`config.mk`:
```
export PLATFORM = sky130hd
export DESIGN_NAME = evt2_uart_streamer
export DESIGN_NICKNAME = d
export VERILOG_FILES = /design/src/rtl/evt2_uart_streamer.sv
export SDC_FILE = /design/constraint.sdc
export NUM_CORES = 1
export LEC_CHECK = 0
export ABC_CLOCK_PERIOD_IN_PS = 4800
export BUFFER_PORTS_ARGS = -buffer_cell sky130_fd_sc_hd__buf_4
export CAP_MARGIN = 25
export CORE_ASPECT_RATIO = 1.75
export CORE_MARGIN = 5
export CORE_UTILIZATION = 30
export CTS_CLUSTER_SIZE = 25
export DETAILED_ROUTE_END_ITERATION = 16
export GPL_TIMING_DRIVEN = 0
export REMOVE_ABC_BUFFERS = 1
export SYNTH_ARGS = -nofsm -noshare
export SYNTH_HDL_FRONTEND = slang
export SYNTH_SLANG_ARGS = --single-unit
```
`constraint.sdc`:
```
create_clock -name clk -period 4.8 [get_ports clk]
set_input_delay 0.96 -clock clk [delete_from_list [all_inputs] [get_ports clk]]
set_output_delay 0.96 -clock clk [all_outputs]
set_load 0.005 [all_outputs]
```
`src/rtl/evt2_uart_streamer.sv`:
```
// Streams EVT2.0 words MSB-first to a byte UART, injects commands between words
// and decodes classifier replies. Optional live counters: EVT2_STREAM_STATS_EN.
module evt2_uart_streamer #(
    parameter int RESP_TIMEOUT = 120000
) (
    input  logic        clk,
    input  logic        rst_n,
    input  logic [31:0] evt_word,
    input  logic        evt_valid,
    output logic        evt_ready,
    input  logic [1:0]  cmd_code,
    input  logic        cmd_valid,
    output logic        cmd_ready,
    output logic [7:0]  tx_data,
    output logic        tx_valid,
    input  logic        tx_busy,
    input  logic [7:0]  rx_data,
    input  logic        rx_valid,
    output logic [1:0]  gesture,
    output logic [3:0]  gesture_conf,
    output logic [3:0]  gesture_cnt_hi,
    output logic        gesture_valid,
    output logic        echo_ok,
    output logic [7:0]  status_byte,
    output logic        status_valid,
    output logic [7:0]  cfg_min_thresh,
    output logic [7:0]  cfg_motion_thresh,
    output logic        cfg_valid,
    output logic        cmd_timeout,
    output logic [15:0] stat_words_sent,
    output logic [15:0] stat_words_dropped,
    output logic [15:0] stat_rx_unexpected
);
    localparam int TW = $clog2(RESP_TIMEOUT + 1);
    localparam logic [1:0] K_ECHO   = 2'd0;
    localparam logic [1:0] K_STATUS = 2'd1;
    localparam logic [1:0] K_CONFIG = 2'd2;
    localparam logic [1:0] K_SOFT   = 2'd3;

    typedef enum logic [1:0] {T_IDLE, T_SEND, T_WAIT_BUSY, T_WAIT_DONE} tx_state_t;
    typedef enum logic [1:0] {R_IDLE, R_GCONF, R_CFG2} rx_state_t;

    tx_state_t     tx_state_reg, tx_state_next;
    rx_state_t     rx_state_reg, rx_state_next;
    logic          run_reg;
    logic [31:0]   shift_reg;
    logic [1:0]    byte_idx_reg;
    logic          is_cmd_reg;
    logic          pending_reg;
    logic [1:0]    pend_kind_reg;
    logic [TW-1:0] tmo_cnt_reg;

    logic cmd_fire, evt_fire, evt_alias, evt_send, frame_last, byte_done;
    logic soft_fire, query_fire;
    logic rx_at_idle, gest_hit, echo_hit, status_hit, cfg_hit, gconf_done, cfg2_done;
    logic reply_hit, tmo_fire;

    assign cmd_fire   = cmd_valid && cmd_ready;
    assign evt_fire   = evt_valid && evt_ready;
    assign evt_alias  = evt_word[31:24] >= 8'hFC;
    assign evt_send   = evt_fire && !evt_alias;
    assign frame_last = is_cmd_reg || (byte_idx_reg == 2'd3);
    assign byte_done  = (tx_state_reg == T_WAIT_DONE) && !tx_busy;
    assign soft_fire  = cmd_fire && (cmd_code == K_SOFT);
    assign query_fire = cmd_fire && (cmd_code != K_SOFT);

    // run_reg keeps both ready outputs low while reset is asserted
    always_ff @(posedge clk or negedge rst_n) begin
        if (!rst_n) begin
            run_reg      <= 1'b0;
            tx_state_reg <= T_IDLE;
        end else begin
            run_reg      <= 1'b1;
            tx_state_reg <= tx_state_next;
        end
    end

    always_comb begin
        tx_state_next = tx_state_reg;
        case (tx_state_reg)
            T_IDLE:      if (cmd_fire || evt_send) tx_state_next = T_SEND;
            T_SEND:      tx_state_next = T_WAIT_BUSY;
            T_WAIT_BUSY: if (tx_busy) tx_state_next = T_WAIT_DONE;
            T_WAIT_DONE: if (!tx_busy) tx_state_next = frame_last ? T_IDLE : T_SEND;
            default:     tx_state_next = T_IDLE;
        endcase
    end

    always_comb begin
        tx_valid  = (tx_state_reg == T_SEND);
        tx_data   = (tx_state_reg == T_SEND) ? shift_reg[31:24] : 8'h00;
        cmd_ready = run_reg && (tx_state_reg == T_IDLE) && !tx_busy
                    && (!pending_reg || cmd_code == K_SOFT);
        evt_ready = run_reg && (tx_state_reg == T_IDLE) && !tx_busy
                    && !(cmd_valid && cmd_ready);
    end

    // A command byte rides in the top slot of the shift register as a 1-byte frame
    always_ff @(posedge clk or negedge rst_n) begin
        if (!rst_n) begin
            shift_reg    <= '0;
            byte_idx_reg <= '0;
            is_cmd_reg   <= 1'b0;
        end else if (cmd_fire) begin
            shift_reg    <= {8'hFF - {6'd0, cmd_code}, 24'd0};
            byte_idx_reg <= '0;
            is_cmd_reg   <= 1'b1;
        end else if (evt_send) begin
            shift_reg    <= evt_word;
            byte_idx_reg <= '0;
            is_cmd_reg   <= 1'b0;
        end else if (byte_done && !frame_last) begin
            shift_reg    <= {shift_reg[23:0], 8'h00};
            byte_idx_reg <= byte_idx_reg + 2'd1;
        end
    end

    assign rx_at_idle = rx_valid && (rx_state_reg == R_IDLE);
    assign gest_hit   = rx_at_idle && (rx_data[7:2] == 6'b101000);
    assign echo_hit   = rx_at_idle && !gest_hit && pending_reg
                        && (pend_kind_reg == K_ECHO) && (rx_data == 8'h55);
    assign status_hit = rx_at_idle && !gest_hit && pending_reg
                        && (pend_kind_reg == K_STATUS) && (rx_data[7:4] == 4'hB);
    assign cfg_hit    = rx_at_idle && !gest_hit && pending_reg && (pend_kind_reg == K_CONFIG);
    assign gconf_done = rx_valid && (rx_state_reg == R_GCONF);
    assign cfg2_done  = rx_valid && (rx_state_reg == R_CFG2);
    assign reply_hit  = echo_hit || status_hit || cfg_hit;
    // A reply accepted this cycle beats an expiring counter
    assign tmo_fire   = pending_reg && (rx_state_reg == R_IDLE) && (tmo_cnt_reg == '0) && !reply_hit;

    always_ff @(posedge clk or negedge rst_n) begin
        if (!rst_n) rx_state_reg <= R_IDLE;
        else        rx_state_reg <= rx_state_next;
    end

    always_comb begin
        rx_state_next = rx_state_reg;
        if (soft_fire)                   rx_state_next = R_IDLE;
        else if (gest_hit)               rx_state_next = R_GCONF;
        else if (cfg_hit)                rx_state_next = R_CFG2;
        else if (gconf_done || cfg2_done) rx_state_next = R_IDLE;
    end

    always_ff @(posedge clk or negedge rst_n) begin
        if (!rst_n) begin
            gesture           <= '0;
            gesture_conf      <= '0;
            gesture_cnt_hi    <= '0;
            gesture_valid     <= 1'b0;
            echo_ok           <= 1'b0;
            status_byte       <= '0;
            status_valid      <= 1'b0;
            cfg_min_thresh    <= '0;
            cfg_motion_thresh <= '0;
            cfg_valid         <= 1'b0;
        end else begin
            gesture_valid <= gconf_done;
            echo_ok       <= echo_hit;
            status_valid  <= status_hit;
            cfg_valid     <= cfg2_done;
            if (gest_hit) gesture <= rx_data[1:0];
            if (gconf_done) begin
                gesture_conf   <= rx_data[7:4];
                gesture_cnt_hi <= rx_data[3:0];
            end
            if (status_hit) status_byte       <= rx_data;
            if (cfg_hit)    cfg_min_thresh    <= rx_data;
            if (cfg2_done)  cfg_motion_thresh <= rx_data;
        end
    end

    // Countdown pauses while a multi-byte reply is in flight
    always_ff @(posedge clk or negedge rst_n) begin
        if (!rst_n) begin
            pending_reg   <= 1'b0;
            pend_kind_reg <= '0;
            tmo_cnt_reg   <= '0;
            cmd_timeout   <= 1'b0;
        end else begin
            cmd_timeout <= 1'b0;
            if (soft_fire) begin
                pending_reg <= 1'b0;
                tmo_cnt_reg <= '0;
            end else if (query_fire) begin
                pending_reg   <= 1'b1;
                pend_kind_reg <= cmd_code;
                tmo_cnt_reg   <= TW'(RESP_TIMEOUT);
            end else if (echo_hit || status_hit || cfg2_done) begin
                pending_reg <= 1'b0;
            end else if (tmo_fire) begin
                pending_reg <= 1'b0;
                cmd_timeout <= 1'b1;
            end else if (pending_reg && rx_state_reg == R_IDLE && tmo_cnt_reg != '0) begin
                tmo_cnt_reg <= tmo_cnt_reg - 1'b1;
            end
        end
    end

`ifdef EVT2_STREAM_STATS_EN
    logic [15:0] words_sent_reg, words_dropped_reg, rx_unexp_reg;
    logic        rx_unexp;

    assign rx_unexp = rx_at_idle && !gest_hit && !reply_hit;

    always_ff @(posedge clk or negedge rst_n) begin
        if (!rst_n) begin
            words_sent_reg    <= '0;
            words_dropped_reg <= '0;
            rx_unexp_reg      <= '0;
        end else begin
            if (byte_done && frame_last && !is_cmd_reg && words_sent_reg != 16'hFFFF)
                words_sent_reg <= words_sent_reg + 16'd1;
            if (evt_fire && evt_alias && words_dropped_reg != 16'hFFFF)
                words_dropped_reg <= words_dropped_reg + 16'd1;
            if (rx_unexp && rx_unexp_reg != 16'hFFFF)
                rx_unexp_reg <= rx_unexp_reg + 16'd1;
        end
    end

    assign stat_words_sent    = words_sent_reg;
    assign stat_words_dropped = words_dropped_reg;
    assign stat_rx_unexpected = rx_unexp_reg;
`else
    assign stat_words_sent    = 16'd0;
    assign stat_words_dropped = 16'd0;
    assign stat_rx_unexpected = 16'd0;
`endif

endmodule

```
==> reports/results.ini <==
[run_status]
status = finished, final reports clean

[sta]
fin_crit_sh = 0.699
fmax_mhz = 298
timing_worst_slew_pin_value_ps = 881
fin_hold_ws_ps = 477
skew_ps = 11.6
setup_viol = 0
period_needed_ps = 3350
fin_setup_tns_ps = 0
relSlewSlack = 0.412
drv_slew = 0
rsz0062_at_grt = no
hold_violations = 0

[synthesis]
ys_seq_area_frac = 0.490
synth_seq_cells = 99
netlist_area_um2 = 5050
synthXorXnorAreaFrac = 0.00173
synth_edf_count = 0
synth_fa_ha_area_frac = 0.0173
synth_compound_area_frac = 0.122
synth_cells = 484
yosysMostFrequentCell = dfrtp_1
yosys-top-cells-area = dfrtp_1, buf_4, mux2_2
synth_top_family_by_area = simple AND/OR/NAND/NOR gates
ys.flop_type = dfrtp_1
synth_top_area_share = 0.490
yosys_warnings = 0
syn_avg_cell_area_um2 = 10.4
synth_top_area_cell = dfrtp_1
synth_common_cells = dfrtp_1, nor2_1, buf_4, nand2_1, mux2_2
async_flop_share = 1.00
synth_cell_types = 63
synthSimpleGateAreaFrac = 0.173
synthMuxAreaShare = 0.0954

[global_routing]
grt_pass1_wl_um = 20400
grt_pass1_vias = 3940
grt_use_total = 0.130
antenna_found_initial = 0
grt-ovfl-total = 0
grt_start_max_net_pins = 51

[power_and_ir_drop]
seqPwrFrac = 0.418
intPower_uw = 2140
power.density_nw_per_um2 = 528
pwr-share-comb = 0.356
switchingPower_uw = 1110
peakVddDrop_mv = 0.257
p_sw_frac = 0.341
p_leak_uw = 0.00296
p_clk_frac = 0.227

[critical_path]
cpMostUsedCell = buf_4
path_buf_inv = 2
critPathKind = in2out
required_ps = 3840
crit_family = simple AND/OR/NAND/NOR gates
crit_fanout = 44
cp-start-kind = input pin
rr_startpoint = tx_state_reg[0]
r2r_end = shift_reg[0]
cp_slowest_cell = and3_2
cp.arrival_ps = 2390
cp-end-kind = primary output
slowest_delay_ps = 790
crit_chain = buf_4, and3b_1, and3_2, nor2_1, buf_4
rr_worst_depth = 9
reg2reg_setup_slack_ps = 1570

[floorplan]
die_y_um = 182
dieArea_um2 = 19600
initial_core_util = 0.306
core_area_um2 = 16500
rows = 62
ioPinCount = 146
fp.dieW_um = 108

[finish]
area_delta_synth_final_pct = 21.8
nNetsFinal = 629
diodes = 0
drive_above_1_share = 0.275
fill_cells = 1650
largest_register_ffs = 32

[clocking]
cts.path.max_buffers = 2
cts-buffers-inserted = 9
cts.repair.resized = 0
htreeDepth = 3
holdBufCountCts = 0
cts_tree = yes
clk_latency_ps = 350
cts.sinks = 99
clk_pin_slew_ps = 70
clock-root-buffer = clkbuf_16
cts_setup_buffers = 0

[place]
port_buffers = 97
place_hpwl_um = 9500
gp_congestion = 0.798

[worst_hold_path]
whs_path_depth = 1
min_to = status_byte[7]
hp-class = reg2reg
hp-start = status_byte[7]

[routing]
dr.pass1.iters = 4
routedWlPerCell_um = 16.1
wl_um = 12900
vias_per_cell = 4.79
vias = 3845
drc = 0
ant_nets = 0
drt_iter0_markers = 301

[job]
max-cap-violations = 0

==> stage by stage <==
step | utilization | cell area, um2 | instances | worst slack, ps | power, uW
global placement | 0.349 | 5770 | 783 | -90.4 | 2460
floorplan | - | 4760 | 462 | 1410 | 2020
CTS | 0.372 | 6150 | 802 | 1400 | 3280
finish | 0.372 | 6150 | 802 | 1450 | 3250
global route | 0.372 | 6150 | 802 | 1200 | 3480
detailed placement | 0.354 | 5850 | 787 | 1180 | 2530
==> cells by family after synthesis <==
kind of cell,Yosys count
buf+inv,78
mux,45
simple gates,166
compound gates,86
fa+ha+maj,7
other cells,2
xor+xnor,1
flops,99
==> cell type report <==
type                            instances  area (um2)  area share
Multi-Input combinational cell        354        2260       0.368
Tap cell                              224         280      0.0455
Sequential cell                        99        2480       0.403
Clock buffer                            9         225      0.0366
Clock inverter                          6        75.1      0.0122
Inverter                                9        33.8     0.00549
Timing Repair Buffer                  101         798       0.130
==> power by group through the flow <==
stage	clock (uW)	sequential, uW	combinational (uW)
2_1_floorplan	0	1310	707
3_3_place_gp	0	1350	1100
3_5_place_dp	0	1370	1160
4_1_cts	762	1350	1170
5_1_grt	796	1400	1290
6_report	737	1360	1160
==> routing by layer <==
layer / track usage / wire length [um] / vias up
li1: - / - / 1787
met1: 0.156 / 5190 / 1894
met2: 0.230 / 6620 / 144
met3: 0.0199 / 788 / 20
met4: 0.0526 / 286 / 0
met5: 0 / 0 / -
==> worst max-delay path by stage <==
stage,startpoint,to,slack (ps),cells past startpoint
final,tx_busy,evt_ready,1450,5
after global routing,tx_state_reg[0],evt_ready,1200,6
after CTS,tx_state_reg[0],evt_ready,1400,6
after detailed placement,tx_busy,shift_reg[7],1180,8
after global placement,tx_busy,shift_reg[4],-90,6
after floorplan,byte_idx_reg[0],shift_reg[24],1410,6
==> placed cells by master (no fill, tap or decap), types with 5 or more instances in the layout <==
| cell | Yosys | layout |
|---|---|---|
| dfrtp_1 | 99 | 99 |
| buf_4 | 48 | 99 |
| nor2_1 | 51 | 50 |
| conb_1 | 2 | 49 |
| nand2_1 | 34 | 34 |
| mux2_2 | 25 | 25 |
| a211oi_1 | 24 | 24 |
| mux2i_1 | 20 | 20 |
| a21oi_1 | 14 | 14 |
| o21ai_0 | 12 | 12 |
| nor3_1 | 10 | 10 |
| and2_1 | 9 | 9 |
| nand2b_1 | 10 | 9 |
| clkbuf_16 | 0 | 9 |
| inv_1 | 8 | 8 |
| a22o_1 | 8 | 8 |
| ha_1 | 7 | 7 |
| nand3_1 | 6 | 6 |
| nor2b_1 | 6 | 6 |
| or3_1 | 5 | 5 |
| nand4_1 | 5 | 5 |
No activity file was read; power rests on OpenSTA's default activity.
